==> config.mk <==
export PLATFORM = sky130hd
export DESIGN_NAME = arbitro_botoes
export DESIGN_NICKNAME = d
export VERILOG_FILES = /design/src/rtl/arbitro_botoes.sv
export SDC_FILE = /design/constraint.sdc
export NUM_CORES = 1
export LEC_CHECK = 0
export BUFFER_PORTS_ARGS = -buffer_cell sky130_fd_sc_hd__buf_2
export CAP_MARGIN = 30
export CORE_AREA = 5 5 86 88
export CTS_CLUSTER_DIAMETER = 60
export DETAILED_ROUTE_END_ITERATION = 10
export DIE_AREA = 0 0 91 93
export HOLD_SLACK_MARGIN = 0.02
export PLACE_DENSITY = 0.52
export SETUP_SLACK_MARGIN = 0.2
export SYNTH_ARGS = -nofsm -noshare
export SYNTH_HDL_FRONTEND = slang
export SYNTH_SLANG_ARGS = --single-unit
==> constraint.sdc <==
create_clock -name clk -period 5.5 [get_ports clk]
set_input_delay 0 -clock clk [delete_from_list [all_inputs] [get_ports clk]]
set_output_delay 0 -clock clk [all_outputs]
set_load 0.02 [all_outputs]
==> src/rtl/arbitro_botoes.sv <==
// Round-robin arbiter for debounced button pulses: latches each press as a pending
// request, offers them one at a time over valid/ready and enforces a cooldown after each grant.
module arbitro_botoes #(
  parameter int N_BOTOES = 3,
  parameter int ID_W     = 2,
  parameter int COOLDOWN = 16
) (
  input  logic                clk,
  input  logic                rst_n,
  input  logic [N_BOTOES-1:0] pulso_in,
  output logic                acao_valid,
  output logic [ID_W-1:0]     acao_id,
  input  logic                acao_ready,
  output logic                ocupado,
  output logic [N_BOTOES-1:0] pendentes,
  output logic [7:0]          descartes
);

  typedef enum logic [1:0] {
    ST_IDLE,
    ST_OFFER,
    ST_COOLDOWN
  } state_t;

  localparam logic [15:0] CNT_LOAD = (COOLDOWN > 0) ? 16'(COOLDOWN - 1) : 16'd0;

  state_t            state_reg;
  logic [ID_W-1:0]   ptr_reg;
  logic [15:0]       cnt_reg;

  logic                handshake;
  logic [N_BOTOES-1:0] clr_vec;
  logic [N_BOTOES-1:0] drop_vec;
  logic [N_BOTOES-1:0] pend_next;
  logic [3:0]          drop_cnt;
  logic [8:0]          desc_sum;
  logic [7:0]          desc_next;
  logic [ID_W-1:0]     pick;
  logic                found;
  int                  idx;

  // acao_valid is only ever high in OFFER, so it doubles as the state qualifier here
  assign handshake = acao_valid & acao_ready;

  genvar gi;
  generate
    for (gi = 0; gi < N_BOTOES; gi++) begin : g_bit
      assign clr_vec[gi]  = handshake && (acao_id == ID_W'(gi));
      assign drop_vec[gi] = pulso_in[gi] & pendentes[gi] & ~clr_vec[gi];
    end
  endgenerate

  // A new pulse wins over the clear on the same edge
  assign pend_next = (pendentes & ~clr_vec) | pulso_in;

  always_comb begin
    drop_cnt = 4'd0;
    for (int i = 0; i < N_BOTOES; i++) begin
      drop_cnt = drop_cnt + {3'd0, drop_vec[i]};
    end
  end

  assign desc_sum  = {1'b0, descartes} + {5'd0, drop_cnt};
  assign desc_next = desc_sum[8] ? 8'hFF : desc_sum[7:0];

  // First pending bit after the last grant, ascending with wrap
  always_comb begin
    pick  = '0;
    found = 1'b0;
    idx   = 0;
    for (int k = 1; k <= N_BOTOES; k++) begin
      idx = (int'(ptr_reg) + k) % N_BOTOES;
      if (!found && pendentes[idx]) begin
        pick  = ID_W'(idx);
        found = 1'b1;
      end
    end
  end

  always_ff @(posedge clk) begin
    if (!rst_n) begin
      state_reg  <= ST_IDLE;
      ptr_reg    <= ID_W'(N_BOTOES - 1);
      cnt_reg    <= 16'd0;
      pendentes  <= '0;
      descartes  <= 8'd0;
      acao_valid <= 1'b0;
      acao_id    <= '0;
      ocupado    <= 1'b0;
    end else begin
      pendentes <= pend_next;
      descartes <= desc_next;
      case (state_reg)
        ST_IDLE: begin
          if (|pendentes) begin
            acao_id    <= pick;
            acao_valid <= 1'b1;
            ocupado    <= 1'b1;
            state_reg  <= ST_OFFER;
          end
        end
        ST_OFFER: begin
          if (acao_ready) begin
            acao_valid <= 1'b0;
            ptr_reg    <= acao_id;
            if (COOLDOWN > 0) begin
              cnt_reg   <= CNT_LOAD;
              state_reg <= ST_COOLDOWN;
            end else begin
              ocupado   <= 1'b0;
              state_reg <= ST_IDLE;
            end
          end
        end
        ST_COOLDOWN: begin
          if (cnt_reg == 16'd0) begin
            ocupado   <= 1'b0;
            state_reg <= ST_IDLE;
          end else begin
            cnt_reg <= cnt_reg - 16'd1;
          end
        end
        default: begin
          acao_valid <= 1'b0;
          ocupado    <= 1'b0;
          state_reg  <= ST_IDLE;
        end
      endcase
    end
  end

endmodule

## After elaboration in Yosys (flattened, before gate mapping)

Index checks and enable logic that the tools add are counted.

| operators by class | value |
|---|---|
| $add $sub $neg | 7 |
| div/mod/pow operators | 3 |
| order comparisons | 3 |
| equality and inequality tests | 8 |
| multiplexer cells | 27 |
| bitwise logic cells | 15 |
| reductions and logical operators | 18 |

Operators with widths:

| operator | number |
|---|---|
| $lt A32 B4 Y1 const B | 3 |
| $mod A32 B3 Y32 const B | 3 |
| $mux W16 | 2 |
| $pmux W16 S2 | 1 |
| $logic_not A16 Y1 | 1 |
| $sub A16 B1 Y16 const B | 1 |
| $mux W2 | 6 |
| $reduce_and A3 Y1 | 4 |
| $mux W1 | 11 |
| $add A8 B3 Y9 | 1 |
| $mux W8 | 1 |
| $ne A2 B2 Y1 const B | 4 |
| $and A1 B1 Y1 | 7 |
| $add A2 B2 Y3 const B | 2 |
| $bmux W1 S2 | 3 |
| $pmux W1 S3 | 2 |
| $pmux W2 S3 | 1 |
| $logic_and A1 B1 Y1 | 5 |
| $not A1 Y1 | 5 |
| $eq A2 B1 Y1 const B | 2 |
| $eq A2 B2 Y1 const B | 2 |
| $logic_not A2 Y1 | 2 |
| $reduce_and A2 Y1 | 2 |
| $add A2 B1 Y3 | 1 |
| 8 further kinds | 9 |

| word-level totals | value |
|---|---|
| bits in registers | 35 |
| output and inout bits | 15 |

## Logic depth before layout (Yosys ltp)

| depth | value |
|---|---|
| depth after elaboration | 12 |
| depth in mapped cells | 12 |

## Worst setup path after synthesis

OpenSTA, ideal clock, no wires.

| path | value |
|---|---|
| path kind | register to register |
| start point | register pendentes[2] |
| end point | register descartes[6] |
| data arrival time | 2641 ps |
| path slack | 2732 ps |
| cell stages (with the launch flop) | 13 |
| buffers on the path | 1 |
| period minus slack after synthesis | 2768 ps |
| cell sequence | dfxtp_1 clkbuf_1 inv_1 a21oi_1 nand2_1 fa_1 inv_1 ha_1 fa_1 and3_1 and3_1 mux2i_1 nor2_1 |

| between the ends | value |
|---|---|
| cells in the longest elaborated chain, start to end | 5 |

RTL lines:

| what | RTL line | source |
|---|---|---|
| from (decl) | 15 | `output logic [N_BOTOES-1:0] pendentes,` |
| from (signal assigned) | 91 | `pendentes <= pend_next;` |
| $and A1 B1 Y1 (2 in a row) | 49 | `assign drop_vec[gi] = pulso_in[gi] & pendentes[gi] & ~clr_vec[gi];` |
| $add A2 B1 Y3 | 59 | `drop_cnt = drop_cnt + {3'd0, drop_vec[i]};` |
| $add A8 B3 Y9 | 63 | `assign desc_sum = {1'b0, descartes} + {5'd0, drop_cnt};` |
| $mux W8 | 64 | `assign desc_next = desc_sum[8] ? 8'hFF : desc_sum[7:0];` |
| to (signal assigned) | 92 | `descartes <= desc_next;` |
| to (decl) | 16 | `output logic [7:0] descartes` |

No other way between the ends.
A chain may end at the register's enable or synchronous reset.

## Final worst setup path

| path | value |
|---|---|
| start point | input port acao_ready |
| end point | register descartes[6] |

| between the ends | value |
|---|---|
| cells in the longest elaborated chain, start to end | 8 |

RTL lines:

| what | RTL line | source |
|---|---|---|
| from (decl) | 13 | `input logic acao_ready,` |
| $and A1 B1 Y1 * | 43 | `assign handshake = acao_valid & acao_ready;` |
| $logic_and A1 B1 Y1 | 48 | `assign clr_vec[gi] = handshake && (acao_id == ID_W'(gi));` |
| $not A1 Y1 | 49 |  |
| $and A1 B1 Y1 | 49 |  |
| $add A1 B1 Y2 | 59 |  |
| $add A2 B1 Y3 * | 59 |  |
| $add A8 B3 Y9 * | 63 |  |
| $mux W8 * | 64 |  |

Every way passes the cells marked *; elsewhere a longest branch is shown, timed or not.

==> summary.txt <==
Layout
  – Max reg flops: 16
  – Fin cells: 329
  – Commonest non-fill, non-tap cell in the layout: dfxtp_1
  – # diodes: 0
  – Layout area overhead: 15.6%
  – Most frequent cells in the layout: dfxtp_1 (35), nor2_1 (23), buf_2 (20)
  – Fillers: 712
  – Layout cells sized above 1: roughly 14%
  – # nets final: roughly 260

Worst hold path
  – Worst hold path type: input pin to flip-flop

Floorplan
  – Starting Density: about 29%
  – Die width: 91 microns
  – Die Area: 8460 sq um
  – Total core area: ~6600 sq um
  – # IOs: 21
  – Floorplan row count: 30
  – Die H: 93 microns

Worst setup path
  – CP Capture Type: flip-flop
  – Critical Path Start Type: input pin
  – Worst-path fanout max: 5
  – Type of the worst setup path: input pin to flip-flop
  – Worst Path Arrival: ~2.9 ns
  – WP data required: 5.64 ns

Clocking
  – CTS tree: done
  – CTS Root Buffer Type: clkbuf_8
  – Clock latency on the worst-skew pair: 0.29 ns
  – H-tree levels: 2
  – Clock buffer count from CTS: 5
  – Clk slew on worst S/H paths: roughly 0.07 ns
  – Clock buffer depth: 2
  – Post-CTS Setup Inserts: 0
  – # clock sinks: 35

Yosys
  – Synth warn: 0
  – Post-Syn Area: between 1500 and 2000 sq um
  – Syn Nets: approximately 240
  – XOR/XNOR Fraction of Synth Area: 1.40%
  – EDFF count, synth: 0
  – Mean Syn Cell Area: between 8 and 9 sq um
  – Largest family of logic cells by synthesized area: simple AND/OR/NAND/NOR gates
  – Ys async rst share: 0%
  – Compound-gate portion of the synthesized area: 20.6%
  – Multiplexer area fraction after synthesis: ~2.1%
  – Area fraction in and, or, nand and nor cells after synthesis: 29.3%
  – Synthesis-stage register bit count: 35
  – Synth cell types: 54
  – Post-synthesis sequential area ratio: 37.3%
  – Adder-Cell Fraction of Synth Area: under 10%
  – Ys flop type: dfxtp_1
  – Cells after synthesis: 224

Pwr
  – Power per Cell Area: ~270 nW/um^2
  – Worst vdd ir: between 150 and 200 uV
  – P_leak: 0.874 nW

Placed design
  – PortBufs: 20
  – Placed cell count: 317
  – RD Place Congestion: 0.795
  – Post-DP HPWL: 3.15 mm

Route
  – Post-DRT Antenna Nets: 0
  – Post-DR wirelength/cell: 13.3 microns
  – Vias: approximately 1,700
  – Initial DRC Count: 68
  – # DRC: 0
  – Final WL: 4.37 mm
  – Pre-antenna DRT Iters: 4
  – Routed vias/inst: between 5 and 6

Global route
  – Gr ovfl total: 0
  – Tot GR Track Use: 10.5%
  – Via count of the first global-routing pass: 1,587
  – Initial antenna violation count: 0
  – Largest net degree at the start of global routing: 18
  – Global-route wire length before repair: 7.40 mm

STA
  – Slew headroom: 57.9%
  – Fin crit share: about half
  – Max Slew Vio Count: 0
  – Final Hold Viols: 0
  – Hold slack: 0.0620 ns
  – Worst Max-Slew Pin Slew: 0.626 ns
  – TNS Setup: 0 ns
  – Setup violations, final: 0
  – Final Skew: 0.0115 ns
  – Unrepaired setup endpoints after global routing: false
  – Tmin final: 2.75 ns
  – Fmax: about 360 MHz

Job
  – Max-cap check violation count: 0

Outcome
  – Status: finished clean
cell usage after synthesis, drive strengths merged, types with 2 or more instances:
cell     number  share of area [%]
nand3         9                2.4
a211oi        3                1.2
dfxtp        35                 37
a31oi         2               0.67
a21oi        18                4.8
nand2b        4                1.3
o311a         2                1.1
clkbuf        6                1.2
o22a          2               0.93
ha            5                3.3
nand2        16                3.3
o41ai         3                1.4
o21a          4                1.6
and2          3                1.0
nor3          4                1.1
mux2i         4                2.1
and3          3                1.0
nand4         3                1.0
a2111oi       2               0.93
inv          12                2.4
nor2         23                4.6
o211ai        2               0.80
nor3b         2               0.80
nor2b         2               0.67
nor4          6                2.3
xor2          2               0.93
or3           9                3.1
o21ai         9                2.4
or4           6                2.7
o311ai        2                1.3
nand3b        3                1.2
fa            2                2.1
kinds of logic (layout without fill, tap and decap cells):
| group | Yosys count | in the layout |
|---|---|---|
| AO/OA/AOI/OAI | 57 | 57 |
| XOR/XNOR | 3 | 3 |
| adder cells (fa/ha/maj) | 7 | 7 |
| buffers and inverters | 19 | 44 |
| flip-flops | 35 | 35 |
| multiplexers | 4 | 4 |
| AND/OR/NAND/NOR | 99 | 99 |
power breakdown:
part	leakage (nW)	switching (mW)	internal, mW
registers	0.285	0.0192	0.269
logic	0.546	0.0769	0.0519
clock network	0.0422	0.0924	0.0889
total	0.874	0.188	0.409
worst paths after layout:
| kind | slack [ns] | start | to | cells after the start |
|---|---|---|---|---|
| hold reg to reg | 0.49 | ptr_reg[0] | ptr_reg[0] | 2 |
| hold / removal | 0.06 | rst_n | ptr_reg[1] | 2 |
| setup reg to reg | 2.75 | pendentes[2] | descartes[6] | 11 |
| setup / recovery | 2.75 | acao_ready | descartes[6] | 14 |
metal layers:
metal  vias to the layer above  routed length [microns]  GRT usage [%]
li1                        883                        -              -
met1                       801                     2190           13.9
met2                        27                     2020           16.8
met3                         4                      140           2.57
met4                         0                       28           3.18
met5                         -                        0              0
metrics by stage:
step           worst slack, ns  area [sq um]  total power [mW]  utilization [%]
6_report                  2.75          2170             0.598             33.1
3_3_place_gp              2.83          2050             0.420             31.3
5_1_grt                   2.49          2170             0.640             33.1
4_1_cts                   2.73          2170             0.605             33.1
3_5_place_dp              2.75          2050             0.421             31.3
2_1_floorplan             2.73          1880             0.386                -
layout make-up:
cell class / count / area (sq um) / share of cell area (%)
Multi-Input combinational cell: 170 / 1110 / 50.9
Sequential cell: 35 / 701 / 32.2
Timing Repair Buffer: 24 / 140 / 6.44
Tap cell: 80 / 100 / 4.60
Clock buffer: 7 / 76.3 / 3.51
Inverter: 12 / 45.0 / 2.07
Clock inverter: 1 / 5.00 / 0.230
worst max-delay path: stages:
cell	delay [ns]
dlygate4sd3_1	0.53
buf_2	0.15
nand2_1	0.10
nor2_1	0.04
a21oi_1	0.19
nand2_1	0.09
fa_1	0.49
inv_1	0.04
ha_1	0.22
fa_1	0.43
and3_1	0.23
and3_1	0.19
mux2i_1	0.15
nor2_1	0.05
what timing repair did:
item                                    in CTS  in global routing
endpoints found under the setup margin       0                  0
endpoints found under the hold margin        4                  0
hold buffers                                 4                  0
gates resized for setup                      0                  0
(Power assumes the default switching activity.)
